$ cat src/rtl/fifo_write_arbiter.sv
// fifo_write_arbiter
// Round-robin arbiter that lets NUM_REQ packet sources share one FIFO write port.
// A granted packet is sent as one header word followed by the requester's body words.
// The arbiter holds the grant until the word marked last is written, or until
// MAX_LEN body words have been written without a last marker.
// fifo_enable, req_ack and fifo_data follow the inputs combinationally in the same
// cycle, so a word is consumed on the same edge that writes it into the FIFO.
module fifo_write_arbiter #(
    parameter int DATA_WIDTH = 8,
    parameter int NUM_REQ    = 4,
    parameter int MAX_LEN    = 64
) (
    input  logic                          clk_in,
    input  logic                          reset,
    input  logic [NUM_REQ-1:0]            req,
    input  logic [NUM_REQ*DATA_WIDTH-1:0] req_data,
    input  logic [NUM_REQ-1:0]            req_last,
    output logic [NUM_REQ-1:0]            req_ack,
    output logic [DATA_WIDTH-1:0]         fifo_data,
    output logic                          fifo_enable,
    input  logic                          fifo_full,
    output logic                          grant_valid,
    output logic [1:0]                    grant_id,
    output logic [15:0]                   pkt_count,
    output logic                          err_len
);

    typedef enum logic [1:0] {
        ST_IDLE   = 2'd0,
        ST_HEADER = 2'd1,
        ST_BODY   = 2'd2
    } state_t;

    // After reset the search starts one past the top requester, i.e. at requester 0.
    localparam logic [1:0] LAST_GRANT_RST = 2'(NUM_REQ - 1);
    // Body count value seen while the MAX_LEN-th body word is being written.
    localparam logic [8:0] BODY_LAST_CNT  = 9'(MAX_LEN - 1);

    state_t        state_q,      state_d;
    logic [1:0]    grant_q,      grant_d;
    logic [1:0]    last_grant_q, last_grant_d;
    logic [8:0]    body_cnt_q,   body_cnt_d;
    logic [15:0]   pkt_count_q,  pkt_count_d;
    logic          err_len_q,    err_len_d;

    logic                  req_g_s;
    logic                  last_g_s;
    logic [DATA_WIDTH-1:0] data_g_s;
    logic [DATA_WIDTH-1:0] header_s;

    // First requester with a word available, searching from one past the last grant.
    function automatic logic [1:0] rr_pick(input logic [NUM_REQ-1:0] r,
                                           input logic [1:0]         last);
        logic [1:0] pick;
        logic [1:0] idx;
        logic       found;
        pick  = 2'd0;
        found = 1'b0;
        for (int k = 1; k <= NUM_REQ; k++) begin
            idx = 2'((int'(last) + k) % NUM_REQ);
            if (!found && r[idx]) begin
                pick  = idx;
                found = 1'b1;
            end else begin
                pick  = pick;
            end
        end
        return pick;
    endfunction

    // Lane of the currently granted requester, plus the header word that names it.
    always_comb begin
        req_g_s  = req[grant_q];
        last_g_s = req_last[grant_q];
        data_g_s = req_data[int'(grant_q) * DATA_WIDTH +: DATA_WIDTH];
        header_s = {{(DATA_WIDTH-2){1'b1}}, grant_q};
    end

    // Next-state logic and same-cycle FIFO write / acknowledge outputs.
    always_comb begin
        state_d      = state_q;
        grant_d      = grant_q;
        last_grant_d = last_grant_q;
        body_cnt_d   = body_cnt_q;
        pkt_count_d  = pkt_count_q;
        err_len_d    = err_len_q;
        req_ack      = {NUM_REQ{1'b0}};
        fifo_enable  = 1'b0;
        fifo_data    = {DATA_WIDTH{1'b0}};
        grant_valid  = 1'b0;
        grant_id     = 2'd0;

        case (state_q)
            ST_IDLE: begin
                if (|req) begin
                    grant_d = rr_pick(req, last_grant_q);
                    state_d = ST_HEADER;
                end else begin
                    state_d = ST_IDLE;
                end
            end

            ST_HEADER: begin
                grant_valid = 1'b1;
                grant_id    = grant_q;
                if (!fifo_full) begin
                    fifo_enable = 1'b1;
                    fifo_data   = header_s;
                    body_cnt_d  = 9'd0;
                    state_d     = ST_BODY;
                end else begin
                    state_d = ST_HEADER;
                end
            end

            ST_BODY: begin
                grant_valid = 1'b1;
                grant_id    = grant_q;
                if (req_g_s && !fifo_full) begin
                    fifo_enable      = 1'b1;
                    fifo_data        = data_g_s;
                    req_ack[grant_q] = 1'b1;
                    body_cnt_d       = body_cnt_q + 9'd1;
                    if (last_g_s) begin
                        state_d      = ST_IDLE;
                        last_grant_d = grant_q;
                        pkt_count_d  = pkt_count_q + 16'd1;
                    end else if (body_cnt_q == BODY_LAST_CNT) begin
                        // Packet ran past MAX_LEN: drop the grant, count nothing.
                        err_len_d    = 1'b1;
                        state_d      = ST_IDLE;
                        last_grant_d = grant_q;
                    end else begin
                        state_d = ST_BODY;
                    end
                end else begin
                    // Bubble or backpressure: hold the word and the grant.
                    state_d = ST_BODY;
                end
            end

            default: begin
                state_d = ST_IDLE;
            end
        endcase

        // Reset abandons any packet at once: no write or ack on the reset cycle.
        if (reset) begin
            req_ack     = {NUM_REQ{1'b0}};
            fifo_enable = 1'b0;
            fifo_data   = {DATA_WIDTH{1'b0}};
            grant_valid = 1'b0;
            grant_id    = 2'd0;
        end else begin
            grant_valid = grant_valid;
        end
    end

    // State and counter registers with synchronous reset.
    always_ff @(posedge clk_in) begin
        if (reset) begin
            state_q      <= ST_IDLE;
            grant_q      <= 2'd0;
            last_grant_q <= LAST_GRANT_RST;
            body_cnt_q   <= 9'd0;
            pkt_count_q  <= 16'd0;
            err_len_q    <= 1'b0;
        end else begin
            state_q      <= state_d;
            grant_q      <= grant_d;
            last_grant_q <= last_grant_d;
            body_cnt_q   <= body_cnt_d;
            pkt_count_q  <= pkt_count_d;
            err_len_q    <= err_len_d;
        end
    end

    assign pkt_count = pkt_count_q;
    assign err_len   = err_len_q;

endmodule
$ cat config.mk
export PLATFORM = sky130hd
export DESIGN_NAME = fifo_write_arbiter
export DESIGN_NICKNAME = d
export VERILOG_FILES = /design/src/rtl/fifo_write_arbiter.sv
export SDC_FILE = /design/constraint.sdc
export NUM_CORES = 1
export LEC_CHECK = 0
export ABC_AREA = 1
export CORE_MARGIN = 3
export CORE_UTILIZATION = 43
export CTS_CLUSTER_DIAMETER = 200
export DETAILED_ROUTE_END_ITERATION = 10
export PLACE_DENSITY = 0.77
export RECOVER_POWER = 50
export SLEW_MARGIN = 25
export SYNTH_ARGS = -nofsm -noshare
export SYNTH_HDL_FRONTEND = slang
export SYNTH_SLANG_ARGS = --single-unit
$ cat constraint.sdc
create_clock -name clk_in -period 1.75 [get_ports clk_in]
set_clock_uncertainty 0.2 [all_clocks]
set_input_delay 0.35 -clock clk_in [delete_from_list [all_inputs] [get_ports clk_in]]
set_output_delay 0.35 -clock clk_in [all_outputs]
set_load 0.01 [all_outputs]
==> results of run 1 <==
==> power breakdown <==
group | internal, uW | switching [uW] | total (uW)
registers | 753 | 19.8 | 773
logic | 438 | 497 | 934
clock network | 350 | 284 | 634
==> tightest hold or removal path, cell delays in order (launching register included) <==
cell	delay, ps
dfxtp_1	330
nand2_1	60
a21oi_1	50
==> state kept, by name (all words and copies together), names as in the netlist <==
signal,flops
err_len,1
state_q,2
grant_q,2
last_grant_q,2
body_cnt_q,9
pkt_count,16
==> cells by family (layout without fill, tap and decap cells) <==
family | after synthesis | count (layout) | share of synthesized area [%]
AND/OR/NAND/NOR | 245 | 246 | 43.3
buffers and inverters | 59 | 188 | 10.7
AO/OA/AOI/OAI | 55 | 55 | 13.7
flip-flops | 32 | 32 | 25.0
XOR/XNOR | 13 | 13 | 4.44
adder cells (fa/ha/maj) | 6 | 6 | 2.93
==> per-stage QoR <==
stage	TNS [ps]	setup slack [ps]	total power, uW	cells	instance area, sq um
6_report	-7110	-356	2340	612	4210
5_1_grt	-9960	-463	2460	612	4210
4_1_cts	-5490	-340	2270	610	4020
3_5_place_dp	-24040	-899	1490	591	3720
3_3_place_gp	-22660	-871	1470	591	3720
2_1_floorplan	-240	-47.6	1180	410	2610
==> worst max-delay path by stage <==
stage,startpoint,to,slack [ps],cells after the start
floorplan,grant_q[0]$_SDFFE_PP0N_,fifo_data[5],-50,9
global placement,req[2],fifo_data[6],-870,10
detailed placement,req[2],fifo_data[6],-900,10
CTS,grant_q[0]$_SDFFE_PP0N_,fifo_data[6],-340,10
global route,grant_q[0]$_SDFFE_PP0N_,fifo_data[7],-460,10
finish,state_q[1]$_SDFF_PP0_,fifo_data[6],-360,8
==> layout make-up <==
cell class	count	area (sq um)
Inverter	48	209
Tap cell	72	90.1
Multi-Input combinational cell	320	1990
Sequential cell	32	656
Clock buffer	7	96.3
Fill cell	423	1430
Timing Repair Buffer	133	1170
==> synth_stat cells, drive strengths merged (2+ instances only) <==
cell and instances:
xnor2 7, dfxtp 32, nand2 140, ha 6
a21oi 38, inv 46, o21ai 8, a22oi 7
buf 7, nand3 49, nor2 42, nor3 2
xor2 6, clkinv 2, nand4 10, clkbuf 4
==> layer usage <==
metal / vias to the layer above / share of wire, %
met5: - / 0
met4: 0 / 4.0
met3: 33 / 4.0
met2: 104 / 52
met1: 1513 / 40
li1: 1592 / -
==> what timing repair did <==
action	4_1_cts	5_1_grt
endpoints found under the setup margin	60	49
resized for setup	147	54
setup buffers	11	3
pin swaps	22	31
gates cloned	1	1
==> cells in the final DEF (no fill, tap or decap), types with 3 or more instances in the layout <==
master and count:
dfxtp_2 6, nor2_1 31, nand2_4 18, xnor2_1 7, dfxtp_1 24, a21oi_1 12, ha_4 3, nor2_2 4
nand4_1 10, nor2_4 6, nand2_1 114, buf_2 12, dlygate4sd2_1 20, clkdlybuf4s50_1 37, buf_6 16, a21oi_2 26
a22oi_2 6, o21ai_1 3, nand3_1 46, inv_2 6, nand2_2 7, buf_4 43, inv_1 33, xor2_1 6
clkbuf_8 7, inv_4 5
==> run_summary.xml, run 1 <==
<?xml version="1.0" encoding="UTF-8"?>
<metrics>
  <group name="outcome">
    <metric name="outcome" unit="">complete, but fails checks</metric>
    <metric name="failed_checks" unit="">setup timing</metric>
  </group>
  <group name="grt">
    <metric name="grt_util_met1" unit="%">28.6</metric>
    <metric name="grt.busiest_layer" unit="">met2</metric>
    <metric name="routing_usage_on_met3" unit="%">5.36</metric>
    <metric name="gr-usage-all-layers" unit="%">25.2</metric>
    <metric name="grt_first_pass_wirelength" unit="um">14500</metric>
    <metric name="global_route.overflow_total" unit="">0</metric>
    <metric name="first_global_vias" unit="">3119</metric>
    <metric name="globalRouteMet2Util" unit="%">45.7</metric>
    <metric name="antenna_violations_before_repair" unit="">0</metric>
    <metric name="largest_net_degree_at_the_start_of_global_routing" unit="">24</metric>
  </group>
  <group name="clocking">
    <metric name="longest_clk_path_bufs" unit="">2</metric>
    <metric name="cts_buffers" unit="">5</metric>
    <metric name="cts_root_buffer_type" unit="">clkbuf_8</metric>
    <metric name="clkSlewWorstSetupHoldPaths" unit="ps">70</metric>
    <metric name="latest_clock_arrival_within_the_worst_skew_pair" unit="ps">290</metric>
    <metric name="cts_tree" unit="">done</metric>
    <metric name="hold_buffers" unit="">0</metric>
    <metric name="numClockSinks" unit="">32</metric>
    <metric name="cts_htree_levels" unit="">2</metric>
  </group>
  <group name="power_and_ir_drop">
    <metric name="power_per_cell_area" unit="mW/mm^2">556</metric>
    <metric name="ir_drop" unit="uV">428</metric>
    <metric name="cellLeakagePower" unit="uW">0.00205</metric>
  </group>
  <group name="layout">
    <metric name="final_net_count" unit="">589</metric>
    <metric name="finish.utilization" unit="%">74.6</metric>
    <metric name="fraction_of_final_layout_cells_with_drive_strength_greater_than_1" unit="%">34.4</metric>
    <metric name="antenna-diode-count" unit="">0</metric>
    <metric name="area_growth" unit="%">64.1</metric>
  </group>
  <group name="detailed_routing">
    <metric name="dr_total_vias" unit="">3242</metric>
    <metric name="detail_route.wl_per_cell" unit="um">14.5</metric>
    <metric name="wl" unit="um">8890</metric>
    <metric name="detail_route.first_pass.iterations" unit="">4</metric>
    <metric name="drt_first_iter_violations" unit="">175</metric>
    <metric name="remaining_drc_errors" unit="">0</metric>
    <metric name="viasPerCell" unit="">5.30</metric>
    <metric name="final_antenna_net_count" unit="">0</metric>
  </group>
  <group name="worst_setup_path">
    <metric name="critical_path_required" unit="ps">1200</metric>
    <metric name="start_kind" unit="">flop</metric>
    <metric name="timing.critical_path.slowest_stage_cell" unit="">dfxtp_2</metric>
    <metric name="critical_path.max_stage_delay" unit="ps">340</metric>
    <metric name="endpoint_kind" unit="">output pin</metric>
    <metric name="crit_family" unit="">buffers and inverters</metric>
    <metric name="r2r_end" unit="">pkt_count[13]$_SDFFE_PP0P_</metric>
    <metric name="worstPathCellList" unit="">buf_6, ha_4, nand3_4, clkinv_4, o21ai_4, buf_6, a21oi_2, buf_2</metric>
    <metric name="timing.reg2reg.setup_slack" unit="ps">-200</metric>
    <metric name="timing.critical_path.arrival" unit="ps">1560</metric>
    <metric name="critPathMostFrequentCell" unit="">buf_6</metric>
    <metric name="r2r.worst_path.cells" unit="">11</metric>
    <metric name="maximum_fanout_along_the_worst_path" unit="">5</metric>
    <metric name="criticalPathCategory" unit="">reg2out</metric>
    <metric name="critical_path.reg2reg.startpoint" unit="">grant_q[1]$_SDFFE_PP0N_</metric>
    <metric name="number_of_buffers_and_inverters_on_the_critical_path" unit="">4</metric>
  </group>
  <group name="floorplanning">
    <metric name="die_width" unit="um">83.3</metric>
    <metric name="core_region" unit="sq mm">0.00564</metric>
    <metric name="io_pins" unit="">76</metric>
    <metric name="start_util" unit="%">45.5</metric>
    <metric name="floorplan.rows" unit="">27</metric>
    <metric name="die_y" unit="um">83.3</metric>
    <metric name="die_area" unit="sq mm">0.00693</metric>
  </group>
  <group name="yosys">
    <metric name="synth.top_cells.by_area" unit="">dfxtp_1, nand2_1, nand3_1</metric>
    <metric name="yosys_most_used_dff" unit="">dfxtp_1</metric>
    <metric name="synth_seq_area_share" unit="%">25.0</metric>
    <metric name="synth.largest_area_cell" unit="">dfxtp_1</metric>
    <metric name="async_flop_share" unit="%">0</metric>
    <metric name="syn_avg_cell_area" unit="sq um">6.26</metric>
    <metric name="mappedNetlistArea" unit="sq mm">0.00257</metric>
    <metric name="postSynthCellCount" unit="">410</metric>
    <metric name="synth.net_count" unit="">459</metric>
    <metric name="ys_ff_latch" unit="">32</metric>
    <metric name="synth.yosys.warnings" unit="">0</metric>
    <metric name="synth.distinct_cells" unit="">35</metric>
    <metric name="synth_largest_type_area_fraction" unit="%">25.0</metric>
    <metric name="synth_enable_flop_cells" unit="">0</metric>
  </group>
  <group name="sta">
    <metric name="minimum_clock_period_after_layout" unit="ps">2110</metric>
    <metric name="finalSetupViolCount" unit="">35</metric>
    <metric name="final-hold-violation-count" unit="">0</metric>
    <metric name="grt_setup_unrepaired" unit="">true</metric>
    <metric name="timing_worst_slew_pin_value" unit="ps">351</metric>
    <metric name="report.final.slew_viol_count" unit="">0</metric>
    <metric name="postLayoutSetupSlackWorst" unit="ps">-356</metric>
    <metric name="finalHoldWorstSlack" unit="ps">282</metric>
    <metric name="min_period_over_period" unit="%">120</metric>
    <metric name="max_slew_margin" unit="%">76.6</metric>
    <metric name="fmax_achieved" unit="GHz">0.475</metric>
  </group>
  <group name="flow_run">
    <metric name="max-cap-violations" unit="">0</metric>
  </group>
  <group name="hold_path">
    <metric name="worst_hold_path.num_cells" unit="">2</metric>
    <metric name="holdPathEnd" unit="">body_cnt_q[8]$_SDFFE_PP0P_</metric>
    <metric name="hold_path_class" unit="">reg2reg</metric>
    <metric name="hold_start" unit="">body_cnt_q[8]$_SDFFE_PP0P_</metric>
  </group>
  <group name="placement">
    <metric name="io_buffers" unit="">75</metric>
    <metric name="detailed_place_hpwl" unit="um">6070</metric>
    <metric name="gpl.final_weighted_congestion" unit="">0.847</metric>
  </group>
</metrics>
(Power assumes the default switching activity.)
==> run 2, diff against run 1 <==
- CELL_PAD_IN_SITES_DETAIL_PLACEMENT: unset -> 0
- CELL_PAD_IN_SITES_GLOBAL_PLACEMENT: unset -> 1
- CORE_UTILIZATION: 43 -> 29
- PLACE_DENSITY: 0.77 -> unset
- PLACE_DENSITY_LB_ADDON: unset -> 0.1
==> run 2 against run 1 <==
Against the previous run:
- count of clock-buffer cells in the layout did not move
- core utilization fell by 22 points
- the flow still finishes with violations (setup timing)
- critical endpoint is now fifo_data[2]
- die area rose by 44%
- critical path depth did not move
- maximum frequency fell by 1.8%
- clock power rose by 24%
- design area rose by 5.4%
- final cell count rose by 9.0%
- wire length fell by 1.4%
- largest cell class unchanged
==> run_summary.xml, run 2 (same netlist as run 1, synthesis figures left out) <==
<?xml version="1.0" encoding="UTF-8"?>
<metrics>
  <group name="outcome">
    <metric name="outcome" unit="">complete, but fails checks</metric>
    <metric name="failed_checks" unit="">setup timing</metric>
  </group>
  <group name="power_and_ir_drop">
    <metric name="power_per_cell_area" unit="mW/mm^2">565</metric>
    <metric name="cellLeakagePower" unit="uW">0.00215</metric>
    <metric name="ir_drop" unit="uV">303</metric>
  </group>
  <group name="floorplanning">
    <metric name="core_region" unit="sq mm">0.00842</metric>
    <metric name="die_area" unit="sq mm">0.0100</metric>
    <metric name="die_width" unit="um">100</metric>
    <metric name="io_pins" unit="">76</metric>
    <metric name="start_util" unit="%">30.5</metric>
    <metric name="floorplan.rows" unit="">33</metric>
    <metric name="die_y" unit="um">100</metric>
  </group>
  <group name="clocking">
    <metric name="cts_tree" unit="">done</metric>
    <metric name="cts_buffers" unit="">5</metric>
    <metric name="cts_root_buffer_type" unit="">clkbuf_8</metric>
    <metric name="cts_htree_levels" unit="">2</metric>
    <metric name="longest_clk_path_bufs" unit="">2</metric>
    <metric name="hold_buffers" unit="">0</metric>
    <metric name="latest_clock_arrival_within_the_worst_skew_pair" unit="ps">280</metric>
    <metric name="clkSlewWorstSetupHoldPaths" unit="ps">70</metric>
    <metric name="numClockSinks" unit="">32</metric>
  </group>
  <group name="layout">
    <metric name="antenna-diode-count" unit="">0</metric>
    <metric name="fill_cells" unit="">851</metric>
    <metric name="fraction_of_final_layout_cells_with_drive_strength_greater_than_1" unit="%">37.0</metric>
    <metric name="fin_cells" unit="">667</metric>
    <metric name="regArea" unit="sq um">656</metric>
    <metric name="multi_input_comb_area" unit="sq mm">0.00195</metric>
    <metric name="leading_cell_type_in_the_layout_fill_and_taps_excluded" unit="">nand2_1</metric>
    <metric name="most-common-layout-cells" unit="">nand2_1, buf_4, nand3_1</metric>
    <metric name="area_growth" unit="%">72.9</metric>
    <metric name="largest_register_ff_count" unit="">16</metric>
    <metric name="final_net_count" unit="">610</metric>
  </group>
  <group name="worst_setup_path">
    <metric name="start_kind" unit="">flop</metric>
    <metric name="critical_path_required" unit="ps">1200</metric>
    <metric name="endpoint_kind" unit="">output pin</metric>
    <metric name="criticalPathCategory" unit="">reg2out</metric>
    <metric name="maximum_fanout_along_the_worst_path" unit="">4</metric>
    <metric name="timing.critical_path.arrival" unit="ps">1600</metric>
  </group>
  <group name="grt">
    <metric name="grt_util_met1" unit="%">23.5</metric>
    <metric name="largest_net_degree_at_the_start_of_global_routing" unit="">24</metric>
    <metric name="antenna_violations_before_repair" unit="">0</metric>
    <metric name="first_global_vias" unit="">2994</metric>
    <metric name="grt.busiest_layer" unit="">met2</metric>
    <metric name="globalRouteMet2Util" unit="%">30.3</metric>
    <metric name="gr-usage-all-layers" unit="%">17.9</metric>
    <metric name="grt_first_pass_wirelength" unit="um">14500</metric>
    <metric name="global_route.overflow_total" unit="">0</metric>
    <metric name="routing_usage_on_met3" unit="%">2.78</metric>
  </group>
  <group name="placement">
    <metric name="gpl.final_weighted_congestion" unit="">0.779</metric>
    <metric name="placed_cells" unit="">645</metric>
    <metric name="io_buffers" unit="">75</metric>
    <metric name="detailed_place_hpwl" unit="um">6520</metric>
  </group>
  <group name="sta">
    <metric name="finalHoldWorstSlack" unit="ps">274</metric>
    <metric name="postLayoutSetupSlackWorst" unit="ps">-395</metric>
    <metric name="final-hold-violation-count" unit="">0</metric>
    <metric name="fmax_achieved" unit="GHz">0.466</metric>
    <metric name="timing_worst_slew_pin_value" unit="ps">403</metric>
    <metric name="report.final.slew_viol_count" unit="">0</metric>
    <metric name="max_slew_margin" unit="%">73.1</metric>
    <metric name="grt_setup_unrepaired" unit="">true</metric>
    <metric name="min_period_over_period" unit="%">123</metric>
    <metric name="minimum_clock_period_after_layout" unit="ps">2150</metric>
    <metric name="finalSetupViolCount" unit="">45</metric>
  </group>
  <group name="detailed_routing">
    <metric name="remaining_drc_errors" unit="">0</metric>
    <metric name="detail_route.wl_per_cell" unit="um">13.1</metric>
    <metric name="detail_route.first_pass.iterations" unit="">5</metric>
    <metric name="drt_first_iter_violations" unit="">105</metric>
    <metric name="dr_total_vias" unit="">3148</metric>
    <metric name="final_antenna_net_count" unit="">0</metric>
    <metric name="wl" unit="um">8760</metric>
    <metric name="viasPerCell" unit="">4.72</metric>
  </group>
  <group name="hold_path">
    <metric name="hold_path_class" unit="">reg2reg</metric>
  </group>
  <group name="flow_run">
    <metric name="max-cap-violations" unit="">0</metric>
  </group>
</metrics>
-- run 2: final timing paths --
| check | from | end | slack, ps | cells after the start |
|---|---|---|---|---|
| setup / recovery | state_q[0]$_SDFF_PP0_ | fifo_data[2] | -400 | 8 |
| setup reg to reg | grant_q[0]$_SDFFE_PP0N_ | pkt_count[13]$_SDFFE_PP0P_ | -220 | 12 |
| hold reg to reg | err_len$_SDFFE_PP0P_ | err_len$_SDFFE_PP0P_ | 270 | 2 |
| hold / removal | err_len$_SDFFE_PP0P_ | err_len$_SDFFE_PP0P_ | 270 | 2 |
-- run 2: where the power goes --
group          internal, uW  leakage (uW)  switching (uW)  total [uW]
clock                   502     0.0000645             282         784
sequential              753      0.000262            22.8         775
combinational           470       0.00183             480         949
-- run 2: routing by layer --
layer  up-vias  part of all wire (%)  wire length (um)
met4         0                   2.2               192
met2        70                    50              4350
li1       1626                     -                 -
met1      1433                    45              3910
met3        19                   3.5               303
met5         -                     0                 0
-- run 2: cell type report --
class | instances | share of cell area [%]
inverters | 48 | 4.76
clock inverters | 1 | 0.677
flip-flops and latches | 32 | 14.8
multi-input cells | 319 | 44.0
well taps | 105 | 2.96
repair buffers | 155 | 30.7
clock buffers | 7 | 2.17
-- run 2: per-stage QoR --
stage	area [sq um]	power, uW	TNS, ps	utilization (%)	worst slack, ps
2_1_floorplan	2610	1180	-240	-	-47.6
3_3_place_gp	3920	1540	-24350	46.6	-904
3_5_place_dp	3920	1530	-25400	46.6	-940
4_1_cts	4210	2480	-8990	49.9	-387
5_1_grt	4440	2660	-13960	52.7	-498
6_report	4440	2510	-9140	52.7	-395
-- run 2: critical path: stages (launching register included) --
cell and delay, ps:
dfxtp_2 340, buf_4 140, ha_2 180, nand2_2 70, inv_2 60, o21ai_4 210
buf_6 150, a21oi_2 30, buf_2 140
-- run 2: timing repair --
action | CTS | global route
gates cloned | 0 | 1
endpoints found under the setup margin | 61 | 49
pin swaps | 15 | 28
buffers inserted | 10 | 4
gates resized for setup | 146 | 54
==> run 3, diff against run 2 <==
- CTS_CLUSTER_DIAMETER: 200 -> unset
==> results of run 3 <==
No change in the layout: final DEF, timing and power equal those of run 2.
